File: src/rtl/sume_ctrl_if.sv
// Handshake/bus bundle for sume_ctrl: operand nibble entry, result and status.
// The ovf signal exists only when SUME_CTRL_OVF_EN is defined.
interface sume_ctrl_if #(
  parameter int unsigned DIGITS = 3
);
  localparam int unsigned W = 4 * DIGITS;

  logic         start;
  logic         abort;
  logic [3:0]   sample;
  logic         sample_valid;
  logic         sample_ready;
  logic         sum_ack;
  logic [W-1:0] op_a;
  logic [W-1:0] op_b;
  logic [W-1:0] sum;
  logic         sum_valid;
  logic         busy;
`ifdef SUME_CTRL_OVF_EN
  logic         ovf;
`endif

  modport slave (
`ifdef SUME_CTRL_OVF_EN
    output ovf,
`endif
    input  start, abort, sample, sample_valid, sum_ack,
    output sample_ready, op_a, op_b, sum, sum_valid, busy
  );

  modport master (
`ifdef SUME_CTRL_OVF_EN
    input  ovf,
`endif
    output start, abort, sample, sample_valid, sum_ack,
    input  sample_ready, op_a, op_b, sum, sum_valid, busy
  );
endinterface

File: src/rtl/sume_ctrl.sv
// Nibble-serial two-operand adder controller: loads A then B MSB-first, adds, holds until ack.
// Define SUME_CTRL_OVF_EN to add the registered carry-out flag (bus.ovf).
module sume_ctrl #(
  parameter int unsigned DIGITS = 3
) (
  input  logic        clk,
  input  logic        reset,
  sume_ctrl_if.slave  bus
);
  localparam int unsigned W  = 4 * DIGITS;
  localparam int unsigned CW = (DIGITS > 1) ? $clog2(DIGITS) : 1;

  typedef enum logic [2:0] {IDLE, LOAD_A, LOAD_B, ADD, HOLD} state_t;

  state_t        state_q, state_d;
  logic [CW-1:0] cnt_q, cnt_d;
  logic [W-1:0]  op_a_q, op_a_d;
  logic [W-1:0]  op_b_q, op_b_d;
  logic [W-1:0]  sum_q, sum_d;
  logic          last_dig;
  logic          xfer;
`ifdef SUME_CTRL_OVF_EN
  logic          ovf_q, ovf_d;
  logic [W:0]    add_full;
`endif

  assign bus.sample_ready = (state_q == LOAD_A) || (state_q == LOAD_B);
  assign bus.sum_valid    = (state_q == HOLD);
  assign bus.busy         = (state_q != IDLE);
  assign bus.op_a         = op_a_q;
  assign bus.op_b         = op_b_q;
  assign bus.sum          = sum_q;
`ifdef SUME_CTRL_OVF_EN
  assign bus.ovf          = ovf_q;
  assign add_full         = {1'b0, op_a_q} + {1'b0, op_b_q};
`endif

  assign xfer     = bus.sample_valid && bus.sample_ready;
  assign last_dig = (cnt_q == CW'(DIGITS - 1));

  always_ff @(posedge clk) begin
    if (reset) begin
      state_q <= IDLE;
      cnt_q   <= '0;
      op_a_q  <= '0;
      op_b_q  <= '0;
      sum_q   <= '0;
`ifdef SUME_CTRL_OVF_EN
      ovf_q   <= 1'b0;
`endif
    end else begin
      state_q <= state_d;
      cnt_q   <= cnt_d;
      op_a_q  <= op_a_d;
      op_b_q  <= op_b_d;
      sum_q   <= sum_d;
`ifdef SUME_CTRL_OVF_EN
      ovf_q   <= ovf_d;
`endif
    end
  end

  always_comb begin
    state_d = state_q;
    cnt_d   = cnt_q;
    op_a_d  = op_a_q;
    op_b_d  = op_b_q;
    sum_d   = sum_q;
`ifdef SUME_CTRL_OVF_EN
    ovf_d   = ovf_q;
`endif
    // Abort outranks start, transfers and ack; operands and sum are kept for inspection.
    if (bus.abort) begin
      state_d = IDLE;
      cnt_d   = '0;
    end else begin
      unique case (state_q)
        IDLE: begin
          if (bus.start) begin
            state_d = LOAD_A;
            cnt_d   = '0;
            op_a_d  = '0;
            op_b_d  = '0;
            sum_d   = '0;
`ifdef SUME_CTRL_OVF_EN
            ovf_d   = 1'b0;
`endif
          end
        end
        LOAD_A: begin
          if (xfer) begin
            op_a_d = W'({op_a_q, bus.sample});
            cnt_d  = cnt_q + 1'b1;
            if (last_dig) begin
              state_d = LOAD_B;
              cnt_d   = '0;
            end
          end
        end
        LOAD_B: begin
          if (xfer) begin
            op_b_d = W'({op_b_q, bus.sample});
            cnt_d  = cnt_q + 1'b1;
            if (last_dig) begin
              state_d = ADD;
              cnt_d   = '0;
            end
          end
        end
        ADD: begin
`ifdef SUME_CTRL_OVF_EN
          sum_d = add_full[W-1:0];
          ovf_d = add_full[W];
`else
          sum_d = op_a_q + op_b_q;
`endif
          state_d = HOLD;
        end
        HOLD: begin
          if (bus.sum_ack) state_d = IDLE;
        end
        default: state_d = IDLE;
      endcase
    end
  end
endmodule

File: src/flat_wrapper.sv
// flat-port wrapper written by rule: the top's interface ports become plain ports
module sume_ctrl_flat 
#(
  parameter int unsigned DIGITS = 3
)
  (clk, reset, bus_start, bus_abort, bus_sample, bus_sample_valid, bus_sum_ack, bus_sample_ready, bus_op_a, bus_op_b, bus_sum, bus_sum_valid, bus_busy);
  sume_ctrl_if #(.DIGITS(DIGITS)) bus_i ();
  input  logic clk;
  input  logic reset;
  input wire logic [$bits(bus_i.start)-1:0] bus_start;
  input wire logic [$bits(bus_i.abort)-1:0] bus_abort;
  input wire logic [$bits(bus_i.sample)-1:0] bus_sample;
  input wire logic [$bits(bus_i.sample_valid)-1:0] bus_sample_valid;
  input wire logic [$bits(bus_i.sum_ack)-1:0] bus_sum_ack;
  output wire logic [$bits(bus_i.sample_ready)-1:0] bus_sample_ready;
  output wire logic [$bits(bus_i.op_a)-1:0] bus_op_a;
  output wire logic [$bits(bus_i.op_b)-1:0] bus_op_b;
  output wire logic [$bits(bus_i.sum)-1:0] bus_sum;
  output wire logic [$bits(bus_i.sum_valid)-1:0] bus_sum_valid;
  output wire logic [$bits(bus_i.busy)-1:0] bus_busy;
  assign bus_i.start = bus_start;
  assign bus_i.abort = bus_abort;
  assign bus_i.sample = bus_sample;
  assign bus_i.sample_valid = bus_sample_valid;
  assign bus_i.sum_ack = bus_sum_ack;
  assign bus_sample_ready = bus_i.sample_ready;
  assign bus_op_a = bus_i.op_a;
  assign bus_op_b = bus_i.op_b;
  assign bus_sum = bus_i.sum;
  assign bus_sum_valid = bus_i.sum_valid;
  assign bus_busy = bus_i.busy;
  sume_ctrl #(.DIGITS(DIGITS)) u_core (.clk(clk), .reset(reset), .bus(bus_i));
endmodule
File: config.mk
export PLATFORM = sky130hd
export DESIGN_NAME = sume_ctrl_flat
export DESIGN_NICKNAME = d
export VERILOG_FILES = /design/src/rtl/sume_ctrl_if.sv /design/src/rtl/sume_ctrl.sv /design/src/flat_wrapper.sv
export SDC_FILE = /design/constraint.sdc
export NUM_CORES = 1
export LEC_CHECK = 0
export ABC_AREA = 1
export BUFFER_PORTS_ARGS = -buffer_cell sky130_fd_sc_hd__buf_2
export CORE_MARGIN = 1.5
export CORE_UTILIZATION = 44
export DETAILED_ROUTE_END_ITERATION = 10
export PLACE_DENSITY = 0.69
export RECOVER_POWER = 100
export SLEW_MARGIN = 10
export SYNTH_ARGS = -nofsm -noshare
export SYNTH_HDL_FRONTEND = slang
export SYNTH_SLANG_ARGS = --single-unit
File: constraint.sdc
create_clock -name clk -period 1.5 [get_ports clk]
set_input_delay 0.225 -clock clk [delete_from_list [all_inputs] [get_ports clk]]
set_output_delay 0.225 -clock clk [all_outputs]
set_load 0.01 [all_outputs]
---- Yosys cells after proc, flatten, opt, wreduce, memory -nomap -nowiden ----
Index checks and enable logic that the tools add are counted.
storage, ports and cells
  ROM bits ................................ 0
  memories kept ........................... 0
  register bits ........................... 41
  RAM bits ................................ 0
  input bits .............................. 10
  output and inout bits ................... 39
  latch bits .............................. 0
  word-level logic and storage cells ...... 52
cells by class
  div/mod/pow operators ................... 0
  reduce and logical (&&, ||, !) cells .... 15
  eq/ne operators ......................... 12
  multipliers ............................. 0
  add/sub/neg operators ................... 2
  shifts and indexed selects .............. 0
  muxes and demuxes ....................... 17
  $lt $le $gt $ge ......................... 0
  bitwise operators ....................... 1
operators by type and width
  kind                                           number
  one-hot mux 12 bit (2 select lines)            3
  two-way mux 12 bit                             3
  two-way mux 3 bit                              6
  one-hot mux 3 bit (5 select lines)             1
  adder 12 bit                                   1
  != test 2 x 1 -> 1 bit, second input constant  5
  AND reduction 4 bit                            2
  nonzero test 2 bit                             4
  == test 3 x 2 -> 1 bit, second input constant  2
  two-way mux 2 bit                              3
  AND reduction 3 bit                            2
  AND reduction 6 bit                            1
  != test 2 bit, second input constant           2
  one-hot mux 2 bit (2 select lines)             1
  OR reduction 2 bit                             2
  == test 3 x 1 -> 1 bit, second input constant  1
  == test 3 bit, second input constant           1
  zero test 3 bit                                1
  nonzero test 3 bit                             1
  adder 2 x 1 -> 2 bit, second input constant    1
  == test 2 bit, second input constant           1
  logical AND 1 bit                              1
  logical OR 1 bit                               1
  NOT 1 bit                                      1

---- Logic depth before layout (Yosys ltp) ----
  depth after elaboration ................. 5
  gate-level depth with buffers ........... 12
  depth with buffers taken out ............ 10

---- Worst setup path before layout ----
Ideal clock, no wire load.
  kind .................................... register to register
  start point ............................. reg u_core.op_b_q[0], in the netlist u_core.bus.op_b[0]
  end point ............................... reg u_core.sum_q[4], in the netlist u_core.bus.sum[4]
  arrival ................................. 1647 ps
  library setup time ...................... 70 ps
  path slack .............................. -217 ps
  cell stages (with the launch flop) ...... 9
  clock period less this slack ............ 1717 ps
  path buffers ............................ 0
  data required time ...................... 1430 ps
  cell sequence ........................... dfxtp_1 > ha_1 > fa_1 > nand2_1 > nand3_1 > nand2_1 > xor2_1 > or2_2 > a21oi_1
on the way
  word-level cells in the longest chain between the ends .. 2
RTL lines
  item                                 line              source
  start: declaration                   sume_ctrl.sv:18   logic [W-1:0] op_b_q, op_b_d;
  start signal: assignment             sume_ctrl.sv:55   op_b_q <= op_b_d;
  adder 12 bit                         sume_ctrl.sv:115  sum_d = op_a_q + op_b_q;
  one-hot mux 12 bit (2 select lines)  sume_ctrl.sv:77   unique case (state_q)
  end signal: assignment               sume_ctrl.sv:56   sum_q <= sum_d;
  end: declaration                     sume_ctrl.sv:19   logic [W-1:0] sum_q, sum_d;
Every way passes these cells.
A chain may end at the register's enable or synchronous reset.

---- Worst setup path in the final report ----
  start point ............................. reg u_core.op_a_q[0], in the netlist u_core.bus.op_a[0]
  end point ............................... reg u_core.sum_q[4], in the netlist u_core.bus.sum[4]
on the way
  word-level cells in the longest chain between the ends .. 2
RTL lines
  item                                 line              source
  start: declaration                   sume_ctrl.sv:17   logic [W-1:0] op_a_q, op_a_d;
  start signal: assignment             sume_ctrl.sv:54   op_a_q <= op_a_d;
  adder 12 bit                         sume_ctrl.sv:115
  one-hot mux 12 bit (2 select lines)  sume_ctrl.sv:77
Every way passes these cells.

==> impl_metrics.ini <==
[status]
outcome = finished with violations
violations = setup timing

[timing]
finalCritPeriodShare_pct = 104
worstMarginPinSlew_ns = 0.414
setup-tns-final_ns = -0.111
hold_viol_final = 0
finalSetupViolCount = 3
drv_slew = 0
rsz0062_at_grt = yes
fin_ws_ns = -0.0642
finalCriticalPeriod_ns = 1.56
relSlewSlack_pct = 72.4
clock_skew_ns = 0.00607
fmax_mhz = 639

[drt]
wl_um = 6530
wire_per_inst_um = 12.7
drc = 0
dr.pass1.iters = 4
drt-vias-per-instance = 4.98
drt.antenna.violating_nets = 0
num_vias = 2559
drt_iter0_markers = 126

[global_route]
grt_pass1_vias = 2414
use_met2_pct = 39.0
grt_max_degree = 37
top_usage_layer = met2
gr-usage-all-layers_pct = 22.1
antenna_found_initial = 0
gr-total-overflow = 0
met1_usage_pct = 26.9
grt_pass1_wl_um = 10800
grt_util_met3_pct = 4.29

[layout]
nets = 465
design_area_mm2 = 0.00333
fin_util_pct = 64.0
antenna_cells = 0
drive_above_1_share_pct = 32.2
syn_to_final_growth_pct = 37.5
finalNonFillerCells = 514
mostFrequentLayoutCell = nand2_1
final_cell_mix = 75 x nand2_1, 55 x inv_1, 40 x a21oi_1

[synth]
avgSynthCellArea_um2 = 6.77
ys_seq_area_share_pct = 33.9
syn_area_mm2 = 0.00242
synth_ff_type = dfxtp_1
yosysTopAreaCell = dfxtp_1
synth_cells = 358
synthTopCellsByArea = dfxtp_1 34%, nand2_1 13%, inv_1 9.0%, a21oi_1 8.9%, ha_1 5.7%
synth-seq-cells = 41
syn_nets = 380
async_flop_share_pct = 0
synth_top_area_share_pct = 33.9
synth_edf_count = 0
synth_cell_type_count = 31
ys_warn_count = 0

[clocking]
clock_tree.buffer_depth = 2
clkSinkCount = 41
cts-root-buf = clkbuf_8
clk_latency_ns = 0.30
cts_tree = built
ctsHtreeMaxLevel = 2
cts_inserted_buffers = 5
clkTransAtPathRegs_ns = 0.08

[setup_path]
reg2reg_slack_ns = -0.06
critPathMaxFanout = 4
path_class = flop to flop
rr_worst_depth = 8
r2r_end = u_core.bus.sum[4]$_SDFFE_PP0P_
crit_required_ns = 1.74
cp_cell_sequence = ha_4, fa_2, nand2_2, nand3_2, nand2_1, xor2_1, or2_4, a21oi_2
cpMaxStageDelayCell = fa_2
cp-start-kind = flop
crit_path_max_incr_delay_ns = 0.37
arrival_ns = 1.80
r2r_start = u_core.bus.op_a[0]$_SDFFE_PP0P_
end_kind = flop

[placed_design]
place_area_mm2 = 0.00300
gp_congestion = 0.885
pre_cts_ws_ns = -0.128
port_buffers = 48
dp_cells = 503
hpwl_um = 4690

[worst_hold_path]
hold_depth = 3
min_to = u_core.bus.op_b[3]$_SDFFE_PP0P_
min-delay-start = bus_sample[3]
hold_path.class = primary input to flop

[pwr]
power_density_mw_per_mm2 = 983
peakVddDrop_uv = 517
p_leak_nw = 1.62

[floorplanning]
ios = 49
die-area_mm2 = 0.00596
core-area_mm2 = 0.00520
num_rows = 26
die_h_um = 77.2
die_x_um = 77.2
start_util_pct = 46.5

[job]
maxCapViolations = 0
==> layout make-up <==
type	count	area [um^2]
fill	481	1870
timing repair buffer	89	554
tap	70	87.6
sequential	41	837
clock buffer	8	111
timing repair inverter	1	7.51
inverter	62	244
multi-input combinational	243	1490
==> cell families after synthesis <==
kind of cell | share of synthesized area (%)
fa+ha+maj | 6.51
flops | 33.9
compound gates | 11.5
buf+inv | 13.5
xor+xnor | 0.723
simple gates | 33.9
==> routing by layer <==
metal  share of wire [%]  up-vias
met4                 1.7        0
met1                  45     1152
met2                  49       83
li1                    -     1310
met5                   0        -
met3                 4.9       14
==> Yosys cell counts (2+ instances only) <==
library cell,number
nand2_1,83
inv_1,58
a21oi_1,43
dfxtp_1,41
nor2_1,27
nor3_1,22
nand3_1,20
ha_1,11
o21ai_0,8
clkbuf_1,6
nand4_1,6
buf_6,5
nor3_2,5
inv_2,2
nand2_4,2
nand3b_1,2
nor2_4,2
or2_2,2
==> worst max-delay path, delay by kind of cell, from the launching register on <==
family / cells / cell delay (ns)
flip-flops: 1 / 0.36
adder cells (fa/ha/maj): 2 / 0.53
XOR/XNOR: 1 / 0.06
AND/OR/NAND/NOR: 4 / 0.45
AO/OA/AOI/OAI: 1 / 0.11
==> through the flow <==
step                      hold WS [ns]  total power, mW
after global placement           0.450             2.26
after detailed placement         0.454             2.27
after floorplan                  0.396             1.88
final                            0.217             3.27
after global routing             0.228             3.48
after CTS                        0.220             3.17
==> power breakdown <==
part / total (mW) / leakage [nW] / switching (mW) / internal [mW]
Clock: 0.872 / 0.0566 / 0.396 / 0.476
Sequential: 1.28 / 0.339 / 0.0980 / 1.18
Combinational: 1.13 / 1.22 / 0.609 / 0.518
Total: 3.27 / 1.62 / 1.10 / 2.17
==> state kept, by name (all words and copies together) (netlist names) <==
register / count
u_core.bus.op_b: 12
u_core.state_q: 3
u_core.cnt_q: 2
u_core.bus.sum: 12
u_core.bus.op_a: 12
==> timing repair <==
item,in CTS,in global routing
resized for setup,13,47
hold buffers,0,0
pin swaps,5,8
endpoints found under the setup margin,9,26
gates cloned,0,1
buffers inserted,1,1
==> how the worst max path moves through the flow <==
stage | from | endpoint | depth (start not counted) | slack (ns)
after global placement | u_core.bus.op_a[0]$_SDFFE_PP0P_ | u_core.bus.sum[4]$_SDFFE_PP0P_ | 8 | -0.09
after CTS | u_core.bus.op_a[0]$_SDFFE_PP0P_ | u_core.bus.sum[4]$_SDFFE_PP0P_ | 8 | -0.06
after global routing | u_core.bus.op_a[0]$_SDFFE_PP0P_ | u_core.bus.sum[4]$_SDFFE_PP0P_ | 8 | -0.15
after floorplan | u_core.bus.op_a[0]$_SDFFE_PP0P_ | u_core.bus.sum[4]$_SDFFE_PP0P_ | 8 | -0.07
after detailed placement | u_core.bus.op_a[0]$_SDFFE_PP0P_ | u_core.bus.sum[4]$_SDFFE_PP0P_ | 8 | -0.13
final | u_core.bus.op_a[0]$_SDFFE_PP0P_ | u_core.bus.sum[4]$_SDFFE_PP0P_ | 8 | -0.06
(Power assumes the default switching activity.)
